===== config.mk =====
export PLATFORM = sky130hd
export DESIGN_NAME = pwm_capture
export DESIGN_NICKNAME = d
export VERILOG_FILES = /design/src/rtl/pwm_capture.sv
export SDC_FILE = /design/constraint.sdc
export NUM_CORES = 1
export LEC_CHECK = 0
export ABC_AREA = 1
export ABC_CLOCK_PERIOD_IN_PS = 2000
export BUFFER_PORTS_ARGS = -buffer_cell sky130_fd_sc_hd__buf_4
export CAP_MARGIN = 0
export CORE_MARGIN = 10
export CORE_UTILIZATION = 30
export DETAILED_ROUTE_END_ITERATION = 8
export HOLD_SLACK_MARGIN = 0.08
export PLACE_DENSITY = 0.45
export SLEW_MARGIN = 30
export SYNTH_ARGS = -nofsm -noshare
export SYNTH_HDL_FRONTEND = slang
export SYNTH_SLANG_ARGS = --single-unit

===== constraint.sdc =====
create_clock -name clk_i -period 2 [get_ports clk_i]
set_clock_uncertainty 0.05 [all_clocks]
set_input_delay 0.4 -clock clk_i [delete_from_list [all_inputs] [get_ports clk_i]]
set_output_delay 0.4 -clock clk_i [all_outputs]
set_load 0.05 [all_outputs]

===== src/rtl/pwm_capture.sv =====
`default_nettype none
// ============================================================================
// pwm_capture : per-channel PWM period / high-time capture, W1C status, level IRQ
// Revision    : 1.0
// ============================================================================
module pwm_capture #(
    parameter int CHANNEL = 4,
    parameter int CNT_W   = 32
) (
    input  logic               clk_i,
    input  logic               rst_ni,
    input  logic [31:0]        data_i,
    input  logic [31:0]        addr_i,
    input  logic               we_i,
    output logic [31:0]        data_o,
    input  logic [CHANNEL-1:0] pwm_i,
    output logic               irq_o
);
    localparam logic [1:0] ST_IDLE = 2'd0;
    localparam logic [1:0] ST_ARM  = 2'd1;
    localparam logic [1:0] ST_MEAS = 2'd2;

    localparam logic [7:0] ADDR_CTRL   = 8'h20;
    localparam logic [7:0] ADDR_STATUS = 8'h21;

    logic [7:0]                    addr_inner;
    logic                          ctrl_we;
    logic                          status_we;
    logic [CHANNEL-1:0]            s1, s2, s3;
    logic [CHANNEL-1:0]            rise, fall;
    logic [CHANNEL-1:0]            en, ie;
    logic [CHANNEL-1:0]            valid, ovf;
    logic [CHANNEL-1:0]            valid_set, ovf_set;
    logic [CHANNEL-1:0]            valid_clr, ovf_clr;
    logic [CHANNEL-1:0][31:0]      rd_ch;
    logic                          unused_bits;

    assign addr_inner  = addr_i[23:16];
    assign ctrl_we     = we_i && (addr_inner == ADDR_CTRL);
    assign status_we   = we_i && (addr_inner == ADDR_STATUS);
    assign valid_clr   = status_we ? data_i[CHANNEL-1:0]  : '0;
    assign ovf_clr     = status_we ? data_i[16 +: CHANNEL] : '0;
    assign unused_bits = ^{data_i, addr_i[31:24], addr_i[15:0]};

    always_ff @(posedge clk_i or negedge rst_ni) begin
        if (!rst_ni) begin
            s1 <= '0;
            s2 <= '0;
            s3 <= '0;
        end else begin
            s1 <= pwm_i;
            s2 <= s1;
            s3 <= s2;
        end
    end

    assign rise = s2 & ~s3;
    assign fall = ~s2 & s3;

    // Hardware set is OR-ed in after the W1C mask so a coincident set survives.
    always_ff @(posedge clk_i or negedge rst_ni) begin
        if (!rst_ni) begin
            en    <= '0;
            ie    <= '0;
            valid <= '0;
            ovf   <= '0;
            irq_o <= 1'b0;
        end else begin
            if (ctrl_we) begin
                en <= data_i[CHANNEL-1:0];
                ie <= data_i[16 +: CHANNEL];
            end
            valid <= (valid & ~valid_clr) | valid_set;
            ovf   <= (ovf & ~ovf_clr) | ovf_set;
            irq_o <= |(valid & ie);
        end
    end

    for (genvar g = 0; g < CHANNEL; g++) begin : g_ch
        logic [1:0]       state;
        logic [CNT_W-1:0] cnt;
        logic [CNT_W-1:0] hi_tmp;
        logic [CNT_W-1:0] prd;
        logic [CNT_W-1:0] hgh;
        logic             in_meas;

        assign in_meas      = en[g] && (state == ST_MEAS);
        assign valid_set[g] = in_meas && rise[g];
        assign ovf_set[g]   = in_meas && !rise[g] && (cnt == '1);

        // The FSM sees the pre-write en, so a capture coincident with a CTRL write still completes.
        always_ff @(posedge clk_i or negedge rst_ni) begin
            if (!rst_ni) begin
                state  <= ST_IDLE;
                cnt    <= '0;
                hi_tmp <= '0;
                prd    <= '0;
                hgh    <= '0;
            end else if (!en[g]) begin
                state <= ST_IDLE;
                cnt   <= '0;
            end else begin
                case (state)
                    ST_IDLE: state <= ST_ARM;
                    ST_ARM: begin
                        if (rise[g]) begin
                            cnt   <= CNT_W'(1);
                            state <= ST_MEAS;
                        end
                    end
                    ST_MEAS: begin
                        if (rise[g]) begin
                            prd <= cnt;
                            hgh <= hi_tmp;
                            cnt <= CNT_W'(1);
                        end else if (cnt == '1) begin
                            cnt   <= '0;
                            state <= ST_ARM;
                        end else begin
                            cnt <= cnt + CNT_W'(1);
                            if (fall[g]) begin
                                hi_tmp <= cnt;
                            end
                        end
                    end
                    default: state <= ST_IDLE;
                endcase
            end
        end

        assign rd_ch[g] = (addr_inner == 8'(g))      ? 32'(prd) :
                          (addr_inner == 8'(16 + g)) ? 32'(hgh) : 32'd0;
    end

    always_comb begin
        data_o = '0;
        case (addr_inner)
            ADDR_CTRL: begin
                data_o[CHANNEL-1:0]  = en;
                data_o[16 +: CHANNEL] = ie;
            end
            ADDR_STATUS: begin
                data_o[CHANNEL-1:0]  = valid;
                data_o[16 +: CHANNEL] = ovf;
            end
            default: begin
                for (int n = 0; n < CHANNEL; n++) begin
                    data_o = data_o | rd_ch[n];
                end
            end
        endcase
    end

endmodule
`default_nettype wire

=== After elaboration in Yosys (flattened, before gate mapping) ===
Cells that the tools add are included.

* Add/sub/neg operators: 4
* Order comparisons: 0
* $mul: 0
* Multiplexer cells: 54
* Divide/modulo/power cells: 0
* Bitwise logic cells: 22
* Equal/unequal tests: 37
* Reductions and logical operators: 45
* Shift-type cells: 0

{| class="wikitable"
|+ Operators by type and width
! operator !! number
|-
| two-way mux 32 bit || 24
|-
| case mux 32 bit (2 select lines) || 4
|-
| adder 32 x 1 -> 32 bit, second input constant || 4
|-
| equality test 32 bit, second input constant || 4
|-
| bitwise OR 32 bit || 3
|-
| equality test 8 x 5 -> 1 bit, second input constant || 4
|-
| two-way mux 2 bit || 16
|-
| two-way mux 12 bit || 2
|-
| != test 3 bit, second input constant || 8
|-
| case mux 2 bit (3 select lines) || 4
|-
| AND reduction 3 bit || 8
|-
| bitwise AND 4 bit || 5
|-
| AND reduction 5 bit || 4
|-
| logical AND 1 bit || 18
|-
| equality test 8 x 2 -> 1 bit, second input constant || 2
|-
| equality test 8 x 6 -> 1 bit, second input constant || 2
|-
| NOT 4 bit || 4
|-
| case mux 4 bit (2 select lines) || 2
|-
| != test 3 x 1 -> 1 bit, second input constant || 4
|-
| != test 3 x 2 -> 1 bit, second input constant || 4
|-
| equality test 2 x 1 -> 1 bit, second input constant || 4
|-
| equality test 2 bit, second input constant || 4
|-
| equality test 8 x 1 -> 1 bit, second input constant || 1
|-
| zero test 2 bit || 4
|-
| 8 further kinds || 23
|}

* Latch bits: 0
* RAM bits: 0
* Bits in read-only memories: 0
* Memories kept: 0
* Word-level logic and storage cells: 190
* Bits in registers: 549

=== Longest topological paths before layout ===
Gate-level depths: netlist (run 1).

* Depth in word-level cells: 7
* Depth in mapped cells: 11
* Gate-level depth less buffers: 11

=== Least setup slack after synthesis (run 1) ===
No wires, ideal clock.

* Path type: input to output
* Start: input port addr_i[23]
* End: output port data_o[18]
* Data required time: 1.550 ns
* Arrival time: 1.767 ns
* Path slack: -0.217 ns
* Path buffers: 1
* Stages on the path: 8
* Cells stage by stage: nor2_1 > nand3_1 > nor2_1 > buf_2 > nand2_1 > o21ai_0 > nor2_1 > nand3b_1

* Cells in the longest elaborated chain, start to end: 7
* Elaborated cells on any way between the ends: 22
* Those cells by class: 9 x eq/ne; 9 x mux; 3 x bitwise; 1 x reduce/logical

{| class="wikitable"
|+ RTL lines
! element !! line !! source
|-
| start: declaration || 13 || <nowiki>input logic [31:0] addr_i,</nowiki>
|-
| equality test 8 x 5 -> 1 bit || 132 || <nowiki>(addr_inner == 8'(16 + g)) ? 32'(hgh) : 32'd0;</nowiki>
|-
| two-way mux 32 bit || 132 ||
|-
| two-way mux 32 bit || 131 || <nowiki>assign rd_ch[g] = (addr_inner == 8'(g)) ? 32'(prd) :</nowiki>
|-
| bitwise OR 32 bit (3 in a row) || 148 || <nowiki>data_o = data_o | rd_ch[n];</nowiki>
|-
| case mux 4 bit (2 select lines) * || 137 || <nowiki>case (addr_inner)</nowiki>
|-
| end: declaration || 15 || <nowiki>output logic [31:0] data_o,</nowiki>
|}

Mark *: on every way between the ends. The rest lies on a longest branch, timed or not.

=== Final worst setup path (run 1) ===
* Start: input port addr_i[17]
* End: output port data_o[10]

* Cells in the longest elaborated chain, start to end: 7
* Elaborated cells on any way between the ends: 23
* Those cells by class: 9 x eq/ne; 9 x mux; 3 x bitwise; 2 x reduce/logical

{| class="wikitable"
|+ RTL lines
! element !! line
|-
| equality test 8 x 5 -> 1 bit || 132
|-
| two-way mux 32 bit || 132
|-
| two-way mux 32 bit || 131
|-
| bitwise OR 32 bit (3 in a row) || 148
|-
| two-way mux 12 bit * || 137
|}

Marked as above.

==> flow_summary_export.csv, run 1 <==
group,metric,value,unit
detailed_routing,wl_per_cell,20.3,um
grt,grt.busiest_layer,"met2",
place,gp_congestion,0.873,
yosys,synth.yosys.seq_area_share,0.530,
status,outcome,"complete, but fails checks",
floorplanning,fp.dieW,314,um
clock_tree,clock_latency,630,ps
place,dp_hpwl,71500,um
yosys,synth_top_area_share,0.530,
clock_tree,clk_pin_slew,60,ps
grt,grt_max_degree,66,
floorplanning,dieHeight,314,um
clock_tree,cts_tree,"yes",
pwr,p_leak,0.0145,uW
yosys,synth_top_area_cell,"dfrtp_1",
timing,worstMarginPinSlew,500,ps
place,dp_slack,-660,ps
pwr,clockPowerShare,0.513,
timing,max_freq,396,MHz
yosys,syn-num-nets,3392,
pwr,vdd_drop_max,0.548,mV
clock_tree,htree_levels,3,
grt,grt.overflow.total,0,
worst_setup_path,startpoint,"addr_i[17]",
grt,grt_pass1_wl,144000,um
grt,antenna_found_initial,1,
yosys,synth_cells,3317,
place,placed_area,29500,sq um
detailed_routing,drt-vias-per-instance,4.73,
worst_setup_path,path_max_fanout,23,
finish,syn_to_final_growth,28.8,%
run,maxCapViolCount,0,
finish,drive_gt1_frac,0.171,
finish,fin_util,0.391,
place,io_buffers,55,
pwr,p_per_area,733,nW/um^2
timing,min_period_over_period,1.26,
worst_setup_path,crit_family,"simple AND/OR/NAND/NOR gates",
timing,maxSlewViolCount,0,
worst_setup_path,cp_num_buf_inv,4,
timing,tns,-13410,ps
detailed_routing,routed_wl,97300,um
detailed_routing,drt_pass1_iterations,6,
worst_setup_path,crit_chain,"buf_6, clkinvlp_4, nand3_2, nor2_4, buf_12, nand2_1, nand4_1, nor2_2, nand2_2, buf_8",
pwr,p_sw,5640,uW
pwr,internal_power,18800,uW
worst_setup_path,startpoint_type,"input port",
grt,grtUsageMet3,0.0383,
timing,finalSetupViolations,32,
place,post-place-cells,4615,
yosys,synthTopCellsByArea,"dfrtp_1 (53%), nand2_1 (17%), o21ai_0 (7.8%)",
worst_setup_path,rr_startpoint,"g_ch[0].cnt[0]",
yosys,synthArstFlopShare,1.00,
finish,fin_cells,4791,
timing,worst_slack,-524,ps
worst_setup_path,slowest_delay,310,ps
timing,finalCriticalPeriod,2520,ps
grt,grtUsageMet2,0.294,
detailed_routing,ant_nets,0,
detailed_routing,vias,22600,
timing,hold_violations,0,
floorplanning,io_pins,104,
clock_tree,ctsLongestPathBuffers,3,
worst_setup_path,slowest_stage,"nand4_1",
floorplanning,core,85400,sq um
clock_tree,root_buffer,"clkbuf_16",
yosys,synth_cell_types,39,
timing,rsz0062_at_grt,"yes",
grt,first_global_vias,22400,
pwr,pwr-share-comb,0.030,
status,violations,"setup timing",
hold_path,hp-class,"in -> reg",
yosys,yosysMostFrequentCell,"nand2_1",
worst_setup_path,cp-end-kind,"primary output",
yosys,ys_warn_count,0,
yosys,synthFlopType,"dfrtp_1",
floorplanning,start_util,0.303,
yosys,synth_top_cells_by_count,"nand2_1 (1165), dfrtp_1 (549), o21ai_0 (405), inv_1 (338), nor2_1 (299)",
clock_tree,cts.sinks,549,
hold_path,hold_path.startpoint,"data_i[3]",
grt,grtUsageTotal,0.192,
worst_setup_path,cp.arrival,2070,ps
yosys,synth_edf_count,0,
clock_tree,cts_buffers,68,
worst_setup_path,path_class,"in -> out",
pwr,p_sw_frac,0.231,
yosys,ys_ff_latch,549,
finish,fin_area,33400,sq um
detailed_routing,drt_iter0_drc,1824,
yosys,synth_area_per_cell,7.81,sq um
finish,fin_nets,3669,
grt,use_met1,0.269,
worst_setup_path,required,1550,ps
pwr,pwr-share-seq,0.457,
timing,relSlewSlack,0.665,
detailed_routing,drcViolationCount,0,
floorplanning,die_area,98600,sq um
worst_setup_path,r2r_slack,60,ps
yosys,synth_area,25900,sq um
floorplanning,rows,107,
-- state kept, by name (all words and copies together) (netlist names) --
name and count:
ie 4, irq_o 1, g_ch.cnt 128, g_ch.hi_tmp 128
g_ch.state 8, s3 4, ovf 4, s1 4
en 4, s2 4, g_ch.hgh 128, valid 4
g_ch.prd 128
-- worst register-to-register path, delay by kind of cell (launching register included) --
family                   cells  cell delay (ps)
adder cells (fa/ha/maj)      1              220
flip-flops                   1              410
AO/OA/AOI/OAI                1               80
buffers and inverters        1              230
AND/OR/NAND/NOR              7              880
-- power by group through the flow --
stage	Combinational, uW	Clock, uW	Sequential [uW]
after floorplan	158	0	11400
after global placement	678	0	11400
after detailed placement	676	0	11400
after CTS	733	12800	11200
after global routing	811	13300	11200
final	733	12500	11200
-- logic make-up (layout without fill, tap and decap cells) --
kind of cell,Yosys count,count (layout),synth area share
buffers and inverters,472,798,0.0755
adder cells (fa/ha/maj),4,4,0.00193
flip-flops,549,549,0.530
AND/OR/NAND/NOR,1704,1707,0.268
AO/OA/AOI/OAI,529,529,0.105
other,0,1,0
XOR/XNOR,59,59,0.0199
-- routing by layer --
metal / up-vias / wire [um]
met5: - / 10
met1: 10900 / 45500
met4: 2 / 2930
met2: 570 / 43100
met3: 128 / 5780
li1: 11000 / -
-- timing repair --
item,in CTS,in global routing
resized for setup,172,101
cloned,4,15
hold buffers,11,0
endpoints found under the hold margin,221,0
pin swaps,28,26
endpoints found under the setup margin,32,180
buffers inserted,11,17
-- cell usage in the layout (no fill, tap or decap), drive strengths merged, types with 25 or more instances in the layout --
cell type  synthesis  layout
nand4             24      25
xor2              59      59
nand2           1169    1169
o22ai             45      45
nand3            153     155
o21ai            450     450
dfrtp            549     549
nor2             327     327
buf               84     310
inv              345     346
a21oi             32      32
clkbuf            43     103
-- worst paths after layout --
kind | endpoint | depth (start not counted)
worst max register to register | g_ch[0].hi_tmp[10] | 10
min in group asynchronous | g_ch[2].prd[6] | 2
worst max-delay path | data_o[10] | 10
worst min-delay path | en[3] | 3
max in group asynchronous | s1[0] | 4
worst min register to register | s2[2] | 0
-- area by class of cell --
cell class	instances	area, sq um
repair buffers	330	3680
inverters	345	1330
diodes	1	2.50
clock buffers	94	1970
repair inverters	1	7.51
fillers	8954	52000
clock inverters	28	282
well taps	1144	1430
multi-input cells	2299	10900
flip-flops and latches	549	13700
-- per-stage QoR --
step	hold WS [ps]	total power, uW
global placement	251	12100
finish	137	24500
floorplan	54.4	11500
CTS	88.5	24800
global route	113	25200
detailed placement	248	12100
No activity file was read; power rests on OpenSTA's default activity.
==> inputs of run 2 (changes only) <==
--- a/config.mk
+++ b/config.mk
@@ -6,7 +6,7 @@
 export NUM_CORES = 1
 export LEC_CHECK = 0
 export ABC_AREA = 1
-export ABC_CLOCK_PERIOD_IN_PS = 2000
+export ABC_CLOCK_PERIOD_IN_PS = 2700
 export BUFFER_PORTS_ARGS = -buffer_cell sky130_fd_sc_hd__buf_4
 export CAP_MARGIN = 0
 export CORE_MARGIN = 10
==> constraint.sdc (replaced) <==
create_clock -name clk_i -period 2.7 [get_ports clk_i]
set_clock_uncertainty 0.05 [all_clocks]
set_input_delay 0.54 -clock clk_i [delete_from_list [all_inputs] [get_ports clk_i]]
set_output_delay 0.54 -clock clk_i [all_outputs]
set_load 0.05 [all_outputs]
==> flow_summary_export.csv, run 2 (synthesis results as in run 1) <==
group,metric,value,unit
status,outcome,"complete, but fails checks",
status,violations,"setup timing",
finish,multi_input_area,10800,sq um
pwr,vdd_drop_max,0.420,mV
floorplanning,die_area,98600,sq um
pwr,p_sw,4080,uW
clock_tree,htree_levels,3,
timing,rsz0062_at_grt,"yes",
detailed_routing,drcViolationCount,0,
worst_setup_path,path_class,"in -> out",
pwr,clockPowerShare,0.515,
grt,grt.overflow.total,0,
finish,mostFrequentLayoutCell,"nand2_1",
timing,finalSetupViolations,22,
floorplanning,rows,107,
pwr,pwr-share-seq,0.459,
detailed_routing,drt-vias-per-instance,4.63,
timing,finalCriticalPeriod,2820,ps
floorplanning,dieHeight,314,um
timing,holdWs,152,ps
grt,grt_max_degree,105,
timing,min_period_over_period,1.05,
run,maxCapViolCount,0,
clock_tree,root_buffer,"clkbuf_16",
detailed_routing,drt_pass1_iterations,5,
grt,antenna_found_initial,1,
detailed_routing,ant_nets,0,
clock_tree,clock_latency,620,ps
pwr,p_per_area,564,nW/um^2
timing,worstMarginPinSlew,769,ps
finish,fin_util,0.374,
finish,syn_to_final_growth,23.3,%
clock_tree,cts_tree,"yes",
timing,maxSlewViolCount,0,
timing,worst_slack,-123,ps
timing,relSlewSlack,0.487,
floorplanning,fp.dieW,314,um
detailed_routing,wl_per_cell,19.3,um
hold_path,hp-class,"in -> reg",
pwr,p_sw_frac,0.226,
detailed_routing,drt_iter0_drc,1671,
finish,final_cell_mix,"nand2_1 (1139), dfrtp_1 (549), o21ai_0 (361)",
grt,grtUsageTotal,0.182,
grt,grt_pass1_wl,137000,um
finish,regArea,13700,sq um
worst_setup_path,cp-end-kind,"primary output",
place,gp_congestion,0.866,
timing,max_freq,354,MHz
worst_setup_path,path_max_fanout,7,
floorplanning,io_pins,104,
pwr,internal_power,13900,uW
clock_tree,ctsLongestPathBuffers,3,
clock_tree,cts.sinks,549,
finish,n_fill_cell,9004,
clock_tree,cts_buffers,66,
timing,hold_violations,0,
place,io_buffers,55,
pwr,p_leak,0.0137,uW
worst_setup_path,startpoint_type,"input port",
clock_tree,clk_pin_slew,60,ps
worst_setup_path,required,2110,ps
detailed_routing,routed_wl,90000,um
finish,fin_nets,3550,
detailed_routing,vias,21600,
floorplanning,core,85400,sq um
worst_setup_path,cp.arrival,2230,ps
floorplanning,start_util,0.303,
grt,first_global_vias,21400,
place,dp_hpwl,66000,um
pwr,pwr-share-comb,0.026,
finish,drive_gt1_frac,0.133,
[run 2: repair_timing]
item,4_1_cts,5_1_grt
buffers inserted,15,4
hold endpoints to repair,171,0
gates resized for setup,169,84
endpoints found under the setup margin,32,32
pin swaps,33,26
hold buffers,5,0
cloned,4,0
[run 2: final timing paths]
kind	start	to	slack [ps]	depth (start not counted)
max	addr_i[17]	data_o[13]	-120	11
min	data_i[1]	en[1]	150	3
max reg2reg	g_ch[1].cnt[0]	g_ch[1].cnt[23]	370	10
min reg2reg	s1[2]	s2[2]	300	0
max in group asynchronous	rst_ni	g_ch[1].cnt[17]	1360	3
min in group asynchronous	rst_ni	g_ch[1].hi_tmp[11]	340	2
[run 2: cell type report]
cell class / instances / area share
flip-flops and latches: 549 / 0.430
multi-input cells: 2296 / 0.337
repair buffers: 217 / 0.0772
clock buffers: 94 / 0.0604
well taps: 1144 / 0.0448
inverters: 345 / 0.0411
clock inverters: 23 / 0.00960
diodes: 1 / 0.0000783
[run 2: layer usage]
layer | vias up | global-route usage | wire length (um)
met5 | - | 0 | 0
met4 | 0 | 0.0552 | 2620
met3 | 116 | 0.0417 | 5040
met2 | 416 | 0.280 | 39600
met1 | 10300 | 0.252 | 42800
li1 | 10800 | - | -
[run 2: power groups by stage]
| stage | logic [uW] | clock network (uW) | registers [uW] |
|---|---|---|---|
| 2_1_floorplan | 112 | 0 | 8430 |
| 3_3_place_gp | 438 | 0 | 8430 |
| 3_5_place_dp | 438 | 0 | 8430 |
| 4_1_cts | 473 | 9510 | 8280 |
| 5_1_grt | 525 | 9840 | 8280 |
| 6_report | 464 | 9280 | 8280 |
[run 2: critical path, cell delays in order]
cell and delay (ps):
buf_4 90, clkinvlp_4 160, nand3_4 150, nor2_4 50, buf_12 140, buf_8 130, nand2_1 50, nand4_1 360
nor2_1 270, nand2_1 90, buf_6 160
[run 2: stage by stage]
step / instance area (sq um) / power, uW / setup TNS, ps / std cells / worst slack [ps]
after floorplan: 25900 / 8550 / 0 / 3317 / 203
after global placement: 28600 / 8870 / -5740 / 4529 / -324
after detailed placement: 28600 / 8870 / -5390 / 4529 / -314
after CTS: 31700 / 18300 / -490 / 4666 / -54.8
after global routing: 31900 / 18600 / -2750 / 4668 / -163
final: 31900 / 18000 / -1080 / 4669 / -123
==> inputs of run 3 (changes only) <==
==> constraint.sdc (replaced) <==
create_clock -name clk_i -period 2.7 [get_ports clk_i]
set_clock_uncertainty 0.05 [all_clocks]
set_input_delay 0.405 -clock clk_i [delete_from_list [all_inputs] [get_ports clk_i]]
set_output_delay 0.405 -clock clk_i [all_outputs]
set_load 0.05 [all_outputs]
==> flow_summary_export.csv, run 3 (synthesis results as in run 1) <==
group,metric,value,unit
status,outcome,"finished clean",
detailed_routing,routed_wl,88200,um
clock_tree,cts_buffers,66,
worst_setup_path,slowest_delay,300,ps
place,dp_hpwl,66400,um
grt,grtUsageTotal,0.178,
worst_setup_path,path_max_fanout,21,
worst_setup_path,critPathMostFrequentCell,"buf_4",
pwr,p_per_area,579,nW/um^2
detailed_routing,wl_per_cell,19.0,um
detailed_routing,drcViolationCount,0,
timing,finalSetupViolations,0,
finish,fin_nets,3528,
clock_tree,ctsLongestPathBuffers,3,
worst_setup_path,crit_chain,"buf_4, nor2_2, nand2_1, inv_1, nand2_1, buf_12, o21ai_0, buf_4, nor2_1, nand3b_1, buf_4",
clock_tree,clk_pin_slew,60,ps
detailed_routing,ant_nets,0,
worst_setup_path,startpoint_type,"input port",
floorplanning,die_area,98600,sq um
timing,maxSlewViolCount,0,
grt,grt.overflow.total,0,
timing,rsz0062_at_grt,"no",
finish,mostFrequentLayoutCell,"nand2_1",
finish,drive_gt1_frac,0.0997,
grt,antenna_found_initial,1,
grt,grt_pass1_wl,135000,um
floorplanning,core,85400,sq um
grt,grt_max_degree,83,
clock_tree,cts.sinks,549,
floorplanning,rows,107,
worst_setup_path,required,2250,ps
clock_tree,cts_setup_buffers,0,
finish,syn_to_final_growth,19.0,%
detailed_routing,vias,21500,
timing,max_freq,383,MHz
place,gp_congestion,0.898,
floorplanning,io_pins,104,
clock_tree,root_buffer,"clkbuf_16",
place,io_buffers,55,
hold_path,hp-class,"in -> reg",
pwr,p_leak,0.0135,uW
finish,final_cell_mix,"nand2_1 (1162), dfrtp_1 (549), o21ai_0 (404)",
worst_setup_path,cp.arrival,2160,ps
floorplanning,dieHeight,314,um
run,maxCapViolCount,0,
detailed_routing,drt_iter0_drc,1717,
timing,worstMarginPinSlew,749,ps
floorplanning,start_util,0.303,
timing,relSlewSlack,0.500,
worst_setup_path,slowest_stage,"o21ai_0",
timing,hold_violations,0,
grt,first_global_vias,21200,
pwr,vdd_drop_max,0.349,mV
worst_setup_path,path_class,"in -> out",
floorplanning,fp.dieW,314,um
worst_setup_path,cp-end-kind,"primary output",
clock_tree,htree_levels,3,
clock_tree,cts_tree,"yes",
clock_tree,clock_latency,600,ps
finish,fin_util,0.361,
detailed_routing,drt_pass1_iterations,5,
detailed_routing,drt-vias-per-instance,4.62,
timing,min_period_over_period,0.967,
finish,fin_area,30900,sq um
timing,finalCriticalPeriod,2610,ps
place,placed_area,28500,sq um
==> run 3: changes by cell type in the layout (fill, tap and decap cells not counted), sizes merged <==
cell	before	now
inv	345	347
clkbuf	94	100
bufinv	6	4
buf	211	182
dlygate4sd3	5	13
bufbuf	1	0
clkinv	15	7
clkinvlp	2	1
==> run 3: final cells by class <==
type                            count  area (sq um)
Inverter                          345          1300
Multi-Input combinational cell   2296         10300
Clock buffer                      100          2020
Clock inverter                     14           180
Tap cell                         1144          1430
Sequential cell                   549         13700
Antenna cell                        1          2.50
Timing Repair Buffer              195          1900
Fill cell                        9110         54600
==> run 3: timing repair <==
action                                  CTS  global route
endpoints found under the setup margin    1            23
hold buffers                             13             0
hold endpoints to repair                 96             0
gates resized for setup                   1             9
==> run 3: through the flow <==
stage	setup TNS (ps)	power (uW)	worst slack, ps	hold slack, ps	instances
after detailed placement	0	8880	4.82	291	4516
after global routing	0	18500	4.22	144	4643
after floorplan	0	8550	473	59.4	3317
final	0	17900	89.5	124	4644
after global placement	-22.6	8880	-22.6	283	4516
after CTS	0	18100	48.4	108	4643
==> run 3: where the power goes <==
part / total, uW / internal, uW / leakage (uW) / switching [uW]
Combinational: 450 / 117 / 0.00476 / 334
Sequential: 8280 / 8260 / 0.00760 / 22.0
Clock: 9130 / 5540 / 0.00109 / 3600
==> run 3: final timing paths <==
path | cells after the start | slack [ps] | end | from
worst max-delay path | 11 | 90 | data_o[17] | addr_i[23]
worst min-delay path | 3 | 120 | ie[2] | data_i[18]
worst max register to register | 10 | 330 | g_ch[2].cnt[21] | g_ch[2].cnt[1]
worst min register to register | 0 | 300 | s2[2] | s1[2]
max in group asynchronous | 3 | 1430 | g_ch[0].prd[13] | rst_ni
min in group asynchronous | 2 | 290 | g_ch[3].cnt[7] | rst_ni
==> run 3: routing by layer <==
layer,global-route usage,wire length (um)
met1,0.253,43300
met2,0.279,39400
met3,0.0273,3770
met4,0.0441,1670
met5,0,0
==> run 3: worst max-delay path, delay by kind of cell <==
kind,cells,cell delay (ps)
buf+inv,5,860
simple gates,5,570
compound gates,1,300
